===== src/rtl/seg_scan_ctrl_if.sv =====
// Load port for the display sequencer: one 4-digit BCD set offered with valid/ready.
interface seg_scan_ctrl_if;
  logic       load_valid;
  logic       load_ready;
  logic [3:0] load_d1;
  logic [3:0] load_d2;
  logic [3:0] load_d3;
  logic [3:0] load_d4;

  modport master (output load_valid, output load_d1, output load_d2,
                  output load_d3, output load_d4, input load_ready);
  modport slave  (input load_valid, input load_d1, input load_d2,
                  input load_d3, input load_d4, output load_ready);
endinterface


===== src/rtl/seg_scan_ctrl.sv =====
// 4-digit display scan sequencer: blank/show slots per digit, frame-aligned
// commit of newly loaded digits, and leading-zero blanking on the anodes.
module seg_scan_ctrl #(
  parameter int unsigned ON_CYCLES    = 100000,
  parameter int unsigned BLANK_CYCLES = 1000
) (
  input  logic                  clk,
  input  logic                  rst_n,
  input  logic                  en,
  input  logic                  lzb,
  seg_scan_ctrl_if.slave        ld,
  output logic [3:0]            digit1,
  output logic [3:0]            digit2,
  output logic [3:0]            digit3,
  output logic [3:0]            digit4,
  output logic [1:0]            refresh_counter,
  output logic [3:0]            anode,
  output logic                  frame_done
);

  localparam int unsigned MAX_CYC = (ON_CYCLES > BLANK_CYCLES) ? ON_CYCLES : BLANK_CYCLES;
  localparam int unsigned CNT_W   = (MAX_CYC > 1) ? $clog2(MAX_CYC) : 1;

  typedef enum logic {ST_BLANK, ST_SHOW} state_e;

  state_e               state_q, state_d;
  logic [CNT_W-1:0]     cnt_q, cnt_d;
  logic [1:0]           rc_q, rc_d;
  logic [3:0]           anode_q, anode_d;
  logic                 fd_q, fd_d;
  logic [3:0][3:0]      digit_q, digit_d;
  logic [3:0][3:0]      pdig_q, pdig_d;
  logic                 pend_q, pend_d;
  logic                 ready_q, ready_d;
  logic                 boundary;
  logic                 commit;
  logic [3:0]           supp;

  // State and datapath registers
  always_ff @(posedge clk or negedge rst_n) begin
    if (!rst_n) begin
      state_q <= ST_BLANK;
      cnt_q   <= '0;
      rc_q    <= 2'd0;
      anode_q <= 4'hf;
      fd_q    <= 1'b0;
      digit_q <= '0;
      pdig_q  <= '0;
      pend_q  <= 1'b0;
      ready_q <= 1'b1;
    end else begin
      state_q <= state_d;
      cnt_q   <= cnt_d;
      rc_q    <= rc_d;
      anode_q <= anode_d;
      fd_q    <= fd_d;
      digit_q <= digit_d;
      pdig_q  <= pdig_d;
      pend_q  <= pend_d;
      ready_q <= ready_d;
    end
  end

  // Next-state, load handshake, commit and anode decode
  always_comb begin
    state_d  = state_q;
    cnt_d    = cnt_q;
    rc_d     = rc_q;
    digit_d  = digit_q;
    pdig_d   = pdig_q;
    pend_d   = pend_q;
    boundary = 1'b0;
    fd_d     = 1'b0;
    anode_d  = 4'hf;
    supp     = 4'b0000;

    if (!en) begin
      state_d = ST_BLANK;
      cnt_d   = '0;
      rc_d    = 2'd0;
    end else begin
      case (state_q)
        ST_BLANK: begin
          if (cnt_q == CNT_W'(BLANK_CYCLES - 1)) begin
            state_d = ST_SHOW;
            cnt_d   = '0;
          end else begin
            cnt_d = cnt_q + CNT_W'(1);
          end
        end
        ST_SHOW: begin
          if (cnt_q == CNT_W'(ON_CYCLES - 1)) begin
            state_d  = ST_BLANK;
            cnt_d    = '0;
            rc_d     = rc_q + 2'd1;
            boundary = (rc_q == 2'd3);
          end else begin
            cnt_d = cnt_q + CNT_W'(1);
          end
        end
        default: begin
          state_d = ST_BLANK;
          cnt_d   = '0;
        end
      endcase
    end

    fd_d   = boundary;
    // While disabled there are no frames, so a pending set commits at once
    commit = pend_q && (boundary || !en);

    if (commit) begin
      digit_d = pdig_q;
      pend_d  = 1'b0;
    end else if (ld.load_valid && ready_q) begin
      pdig_d = {ld.load_d4, ld.load_d3, ld.load_d2, ld.load_d1};
      pend_d = 1'b1;
    end
    ready_d = ~pend_d;

    // A digit is blanked when it and all higher digits are zero; digit1 always shows
    supp[3] = lzb && (digit_d[3] == 4'h0);
    supp[2] = supp[3] && (digit_d[2] == 4'h0);
    supp[1] = supp[2] && (digit_d[1] == 4'h0);
    supp[0] = 1'b0;

    if (state_d == ST_SHOW && !supp[rc_d]) begin
      anode_d = ~(4'b0001 << rc_d);
    end
  end

  assign digit1          = digit_q[0];
  assign digit2          = digit_q[1];
  assign digit3          = digit_q[2];
  assign digit4          = digit_q[3];
  assign refresh_counter = rc_q;
  assign anode           = anode_q;
  assign frame_done      = fd_q;
  assign ld.load_ready   = ready_q;

endmodule


===== src/flat_wrapper.sv =====
// flat-port wrapper written by rule: the top's interface ports become plain ports
module seg_scan_ctrl_flat 
#(
  parameter int unsigned ON_CYCLES    = 100000,
  parameter int unsigned BLANK_CYCLES = 1000
)
  (clk, rst_n, en, lzb, digit1, digit2, digit3, digit4, refresh_counter, anode, frame_done, ld_load_valid, ld_load_d1, ld_load_d2, ld_load_d3, ld_load_d4, ld_load_ready);
  seg_scan_ctrl_if ld_i ();
  input  logic clk;
  input  logic rst_n;
  input  logic en;
  input  logic lzb;
  output logic [3:0] digit1;
  output logic [3:0] digit2;
  output logic [3:0] digit3;
  output logic [3:0] digit4;
  output logic [1:0] refresh_counter;
  output logic [3:0] anode;
  output logic frame_done;
  input wire logic [$bits(ld_i.load_valid)-1:0] ld_load_valid;
  input wire logic [$bits(ld_i.load_d1)-1:0] ld_load_d1;
  input wire logic [$bits(ld_i.load_d2)-1:0] ld_load_d2;
  input wire logic [$bits(ld_i.load_d3)-1:0] ld_load_d3;
  input wire logic [$bits(ld_i.load_d4)-1:0] ld_load_d4;
  output wire logic [$bits(ld_i.load_ready)-1:0] ld_load_ready;
  assign ld_i.load_valid = ld_load_valid;
  assign ld_i.load_d1 = ld_load_d1;
  assign ld_i.load_d2 = ld_load_d2;
  assign ld_i.load_d3 = ld_load_d3;
  assign ld_i.load_d4 = ld_load_d4;
  assign ld_load_ready = ld_i.load_ready;
  seg_scan_ctrl #(.ON_CYCLES(ON_CYCLES), .BLANK_CYCLES(BLANK_CYCLES)) u_core (.clk(clk), .rst_n(rst_n), .en(en), .lzb(lzb), .ld(ld_i), .digit1(digit1), .digit2(digit2), .digit3(digit3), .digit4(digit4), .refresh_counter(refresh_counter), .anode(anode), .frame_done(frame_done));
endmodule

===== config.mk =====
export PLATFORM = sky130hd
export DESIGN_NAME = seg_scan_ctrl_flat
export DESIGN_NICKNAME = d
export VERILOG_FILES = /design/src/rtl/seg_scan_ctrl_if.sv /design/src/rtl/seg_scan_ctrl.sv /design/src/flat_wrapper.sv
export SDC_FILE = /design/constraint.sdc
export NUM_CORES = 1
export LEC_CHECK = 0
export ABC_AREA = 1
export BUFFER_PORTS_ARGS = -buffer_cell sky130_fd_sc_hd__buf_2
export CORE_ASPECT_RATIO = 0.7
export CORE_MARGIN = 5
export CORE_UTILIZATION = 30
export DETAILED_ROUTE_END_ITERATION = 7
export PLACE_DENSITY = 0.51
export SLEW_MARGIN = 40
export SYNTH_ARGS = -nofsm -noshare
export SYNTH_HDL_FRONTEND = slang
export SYNTH_SLANG_ARGS = --single-unit

===== constraint.sdc =====
create_clock -name clk -period 2.48 [get_ports clk]
set_input_delay 0.372 -clock clk [delete_from_list [all_inputs] [get_ports clk]]
set_output_delay 0.372 -clock clk [all_outputs]
set_load 0.01 [all_outputs]

==> impl_metrics.toml, run 1 <==
[status]
run_status = "finished, final reports clean"

[clock_network]
postCtsSetupBuffers = 0
postCtsHoldBufs = 0
worstSkewPairLatency_ns = 0.32
cts_buffers = 9
h-tree-depth = 3
cts_buffer_depth = 2
cts_tree = "done"
cts_resized = 0
clock-root-buffer = "clkbuf_16"
clk_pin_slew_worst_paths_ns = 0.05
cts.sinks = 59

[placed_design]
port_buffers = 44
dp.final_hpwl_mm = 4.50
gp_congestion = 0.793

[detailed_routing]
firstDrtPassIters = 4
initialDrtViolationCount = 156
drc = 0
route.vias.total = 2028
wire_per_inst_um = 13.0
vias_per_cell = 4.36
wl_mm = 6.07
antenna_left = 0

[synthesis]
synth-simple-area-share_pct = 23.1
yosys.cell_types.count = 30
syn_nets = 307
ys_seq_elements = 59
synth_compound_area_share_pct = 6.74
synth_top_area_share_pct = 51.3
syn_area_um2 = 2640
netlist_instances = 284
yosysSeqAreaShare_pct = 56.2
yosys_warnings = 0
synth.mux.area_fraction_pct = 3.84
syn_area_per_cell_um2 = 9.28
synth_top_family_by_area = "simple AND/OR/NAND/NOR gates"
synth_xor_area_share_pct = 1.33
yosys.area_share.adder_pct = 0.949
synthTopCellsByArea = "dfrtp_1 51%, inv_1 6.1%, nand2_1 6.1%"
synth_top_cell_by_area = "dfrtp_1"

[setup_path]
critPathBufInv = 1
end_kind = "flip-flop"
crit_fanout = 15
crit_family = "simple AND/OR/NAND/NOR gates"
startpoint_type = "flip-flop"
critical_path_required_ns = 2.74
worstPathCellList = "ha_1 -> nand3_1 -> nor2_2 -> nand4_2 -> nand2_4 -> nand2_4 -> buf_4 -> nand2_1 -> nand2_1 -> nor2_1 -> nand3_1 -> nand2_1 -> nand3_2 -> nand3_1"
critPathMaxStageDelay_ns = 0.37
path_class = "flip-flop to flip-flop"
cp_slowest_cell = "dfrtp_1"
crit_arrival_ns = 2.45

[power_and_ir_drop]
p_switching_mw = 1.03
swShare_pct = 29.6
p_comb_share_pct = 22.9
p_clk_share_pct = 36.4
seqPwrFrac_pct = 40.7
total_power_mw = 3.47
max-vdd-ir-drop_mv = 0.474
p_leak_nw = 1.64
power.internal_mw = 2.44
powerDensity_nw_per_um2 = 1040

[grt]
grt_util_all_layers_pct = 12.4
grt_pass1_vias = 2015
grt-ovfl-total = 0
grt_start_max_net_pins = 40
antenna_found_initial = 0
grt_pass1_wl_mm = 10.2

[sta]
drv_slew = 0
skew_ns = 0.0102
post-route-period-util_pct = 88.6
max_slew_margin_pct = 66.2
finalHoldViolations = 0
timing.fmax_mhz = 455
finalSetupViolCount = 0
fin_tns_setup_ns = 0
min_period_ns = 2.20
tightest_slew_ns = 0.507
rsz0062_at_grt = "false"

[layout]
layout_common_cells = "54 x dfrtp_1, 44 x buf_2, 43 x inv_1, 43 x nand2_1, 36 x nor2_1"
layout_commonest_cell = "dfrtp_1"
diodes = 0
nets = 363
drive_above_1_share_pct = 27.0
synthToLayoutAreaGrowth_pct = 26.7

[min_path]
hold_class = "input port to async pin"

[floorplan]
die_y_um = 88.4
core_area_um2 = 8510
die_x_um = 122
dieArea_um2 = 10800
ios = 45
initial_utilization_pct = 31.0
num_rows = 28

[run]
maxCapViolCount = 0
-- through the flow --
stage / util [%] / hold WS [ns] / setup WS (ns) / area [um2] / instances
3_5_place_dp: 35.6 / 0.372 / 0.268 / 3030 / 449
2_1_floorplan: - / 0.0764 / 0.585 / 2640 / 284
5_1_grt: 39.2 / 0.0567 / 0.0610 / 3340 / 465
6_report: 39.2 / 0.0172 / 0.283 / 3340 / 465
3_3_place_gp: 35.6 / 0.367 / 0.356 / 3030 / 449
4_1_cts: 39.2 / 0.0280 / 0.255 / 3340 / 465
-- final cells by class --
cell class                 instances  area [um2]
clock buffer                      14         274
sequential                        59        1480
inverter                          44         165
multi-input combinational        175         948
timing repair buffer              51         285
clock inverter                     2        35.0
tap                              120         150
fill                             857        5170
-- per-layer routing --
metal  part of all wire [%]  track usage [%]  up-vias
li1                       -                -     1030
met1                     53             18.4      949
met2                     41             16.3       45
met3                    5.4             4.35        4
met4                    1.1             4.88        0
met5                      0                0        -
-- power groups by stage --
stage / clock [mW] / sequential (mW) / combinational [mW]
floorplan: 0 / 1.44 / 0.483
global placement: 0 / 1.42 / 0.795
detailed placement: 0 / 1.42 / 0.811
CTS: 1.29 / 1.41 / 0.815
global route: 1.35 / 1.45 / 0.903
finish: 1.26 / 1.41 / 0.795
-- synthesized netlist by cell type --
| cell | instances |
|---|---|
| nor2_1 | 36 |
| nand3_1 | 22 |
| nand4_2 | 1 |
| nand2_1 | 43 |
| o211ai_1 | 1 |
| nand3_2 | 2 |
| nor3_1 | 6 |
| nor3b_1 | 4 |
| buf_4 | 2 |
| o21ai_0 | 11 |
| nand2_4 | 2 |
| xor2_1 | 4 |
| nand4_1 | 6 |
| buf_6 | 1 |
| dfrtp_1 | 54 |
| ha_1 | 2 |
| a211oi_1 | 3 |
| o21a_1 | 1 |
| nor4_1 | 3 |
| mux2_2 | 9 |
| buf_2 | 2 |
| nor2_2 | 5 |
| inv_1 | 43 |
| inv_2 | 1 |
| a31oi_1 | 1 |
| dfstp_2 | 5 |
| a21oi_1 | 9 |
| o21ai_2 | 3 |
| a21boi_1 | 1 |
| clkbuf_1 | 1 |
-- worst reg2reg max path, stage by stage, from the launching register on --
cell     delay [ns]
dfrtp_1        0.37
ha_1           0.20
nand3_1        0.19
nor2_2         0.16
nand4_2        0.16
nand2_4        0.14
nand2_4        0.12
buf_4          0.23
nand2_1        0.07
nand2_1        0.06
nor2_1         0.10
nand3_1        0.07
nand2_1        0.08
nand3_2        0.09
nand3_1        0.09
-- sequential cells by signal, summed over array words and instances, names as in the netlist --
| name | count |
|---|---|
| u_core.cnt_q | 17 |
| u_core.pdig_q | 16 |
| u_core.anode | 4 |
| u_core.digit1 | 4 |
| u_core.digit2 | 4 |
| u_core.digit3 | 4 |
| u_core.digit4 | 4 |
| u_core.refresh_counter | 2 |
| u_core.frame_done | 1 |
| u_core.ld.load_ready | 1 |
| u_core.pend_q | 1 |
| u_core.state_q | 1 |
-- path summary, 6_finish.rpt --
check,start,to,slack (ns),depth (start not counted)
worst max-delay path,u_core.cnt_q[0],u_core.anode[1],0.28,14
worst min-delay path,rst_n,u_core.pdig_q[11],0.02,1
worst max register to register,u_core.cnt_q[0],u_core.anode[1],0.28,14
worst min register to register,u_core.cnt_q[0],u_core.cnt_q[0],0.46,1
max in group asynchronous,rst_n,u_core.anode[1],1.81,2
min in group clk,ld_load_d4[3],u_core.pdig_q[15],0.28,2
-- kinds of logic after synthesis --
family	count (synthesis)
flops	59
compound gates	30
fa+ha+maj	2
simple gates	130
buf+inv	50
xor+xnor	4
mux	9
Power figures use the tool's default switching activity.
==> run 2, diff against run 1 <==
BUFFER_PORTS_ARGS = -buffer_cell sky130_fd_sc_hd__buf_4   (was -buffer_cell sky130_fd_sc_hd__buf_2)
CTS_BUF_LIST = sky130_fd_sc_hd__clkbuf_8 sky130_fd_sc_hd__clkbuf_16   (was unset)
==> run 2 against run 1 <==
Effect of this change:
- design area increased by 2.1%
- final cell count decreased by 0.43%
- sequential power about the same
- critical path depth decreased by 6
- flip-flop and latch count unchanged
==> impl_metrics.toml, run 2 (synthesis results as in run 1) <==
[setup_path]
cp-startpoint = "u_core.cnt_q[0]"
end_kind = "flip-flop"
crit_fanout = 17
r2r-start = "u_core.cnt_q[0]"
crit_arrival_ns = 2.31
path_class = "flip-flop to flip-flop"
startpoint_type = "flip-flop"
critical_path_required_ns = 2.68
reg2reg_depth = 8

[clock_network]
cts_tree = "done"
cts_buffer_depth = 2
cts.sinks = 59
clock-root-buffer = "clkbuf_16"
cts_buffers = 9
postCtsHoldBufs = 0
worstSkewPairLatency_ns = 0.32
h-tree-depth = 3
clk_pin_slew_worst_paths_ns = 0.05

[floorplan]
initial_utilization_pct = 31.0
die_x_um = 122
dieArea_um2 = 10800
num_rows = 28
ios = 45
die_y_um = 88.4
core_area_um2 = 8510

[grt]
grt_pass1_vias = 1983
antenna_found_initial = 0
grt_start_max_net_pins = 60
grt_util_all_layers_pct = 11.9
grt-ovfl-total = 0
grt_pass1_wl_mm = 9.84

[placed_design]
gp_congestion = 0.791
place_inst = 447
dp.final_hpwl_mm = 4.25
port_buffers = 44
preCtsSetupSlack_ns = 0.262

[detailed_routing]
vias_per_cell = 4.29
wl_mm = 5.83
drc = 0
firstDrtPassIters = 4
antenna_left = 0
initialDrtViolationCount = 109
wire_per_inst_um = 12.6
route.vias.total = 1985

[layout]
largest_register = "u_core.cnt_q"
nets = 361
largest_reg_flops = 17
regArea_um2 = 1480
stdcell_count = 463
n_fill_cell = 848
top_regs = "u_core.cnt_q: 17 flops, u_core.pdig_q: 16 flops"
fin_util_pct = 40.1
drive_above_1_share_pct = 26.8
layout_commonest_cell = "dfrtp_1"
diodes = 0
layout_common_cells = "54 x dfrtp_1, 48 x buf_4, 45 x inv_1"
multi_input_area_um2 = 953
synthToLayoutAreaGrowth_pct = 29.3

[sta]
post-route-period-util_pct = 84.8
max_slew_margin_pct = 64.3
timing.fmax_mhz = 475
fin_ws_ns = 0.376
finalHoldViolations = 0
fin_tns_setup_ns = 0
tightest_slew_ns = 0.536
drv_slew = 0
rsz0062_at_grt = "false"
finalSetupViolCount = 0
skew_ns = 0.00533
min_period_ns = 2.10

[power_and_ir_drop]
total_power_mw = 3.47
max-vdd-ir-drop_mv = 0.436
p_leak_nw = 1.66
powerDensity_nw_per_um2 = 1020

[status]
run_status = "finished, final reports clean"

[run]
maxCapViolCount = 0

[min_path]
hold_class = "input port to async pin"
-- run 2: area by class of cell --
class | instances | share of cell area [%]
inverters | 44 | 4.84
repair buffers | 49 | 10.9
well taps | 120 | 4.40
clock inverters | 7 | 1.80
flip-flops and latches | 59 | 43.5
clock buffers | 9 | 6.61
multi-input cells | 175 | 28.0
-- run 2: final timing paths --
kind,to,slack (ns)
min reg2reg,u_core.cnt_q[0],0.46
min,u_core.cnt_q[8],0.02
max,u_core.pdig_q[6],0.38
max reg2reg,u_core.pdig_q[6],0.38
max in group asynchronous,u_core.anode[2],2.07
min in group clk,u_core.pdig_q[10],0.28
-- run 2: worst max-delay path, stage by stage, from the launching register on --
cell and delay [ns]:
dfrtp_1 0.37, ha_1 0.21, nand3_2 0.14, nor2_2 0.13
nand4_2 0.15, nand2_4 0.14, nand2_4 0.12, nand3_2 0.34
mux2_2 0.38
-- run 2: layer usage --
layer | part of all wire [%] | track usage [%]
met4 | 1.7 | 4.58
met1 | 52 | 17.6
met3 | 5.6 | 4.03
met2 | 41 | 15.9
met5 | 0 | 0
-- run 2: timing repair --
item / 4_1_cts / 5_1_grt
endpoints found under the setup margin: 0 / 2
setup buffers: 0 / 0
hold endpoints to repair: 0 / 0
gates resized for setup: 0 / 1
-- run 2: power by group --
part           leakage [nW]  total [mW]  switching (mW)  internal (mW)
clock                 0.152        1.19           0.422          0.765
combinational         0.785       0.861           0.455          0.406
sequential            0.727        1.42           0.169           1.25
total                  1.66        3.47            1.05           2.42
-- run 2: metrics by stage --
step / cell area [um2] / hold slack, ns
after floorplan: 2640 / 0.0764
after global placement: 3110 / 0.443
after detailed placement: 3110 / 0.452
after CTS: 3400 / 0.152
after global routing: 3410 / 0.0674
final: 3410 / 0.0182
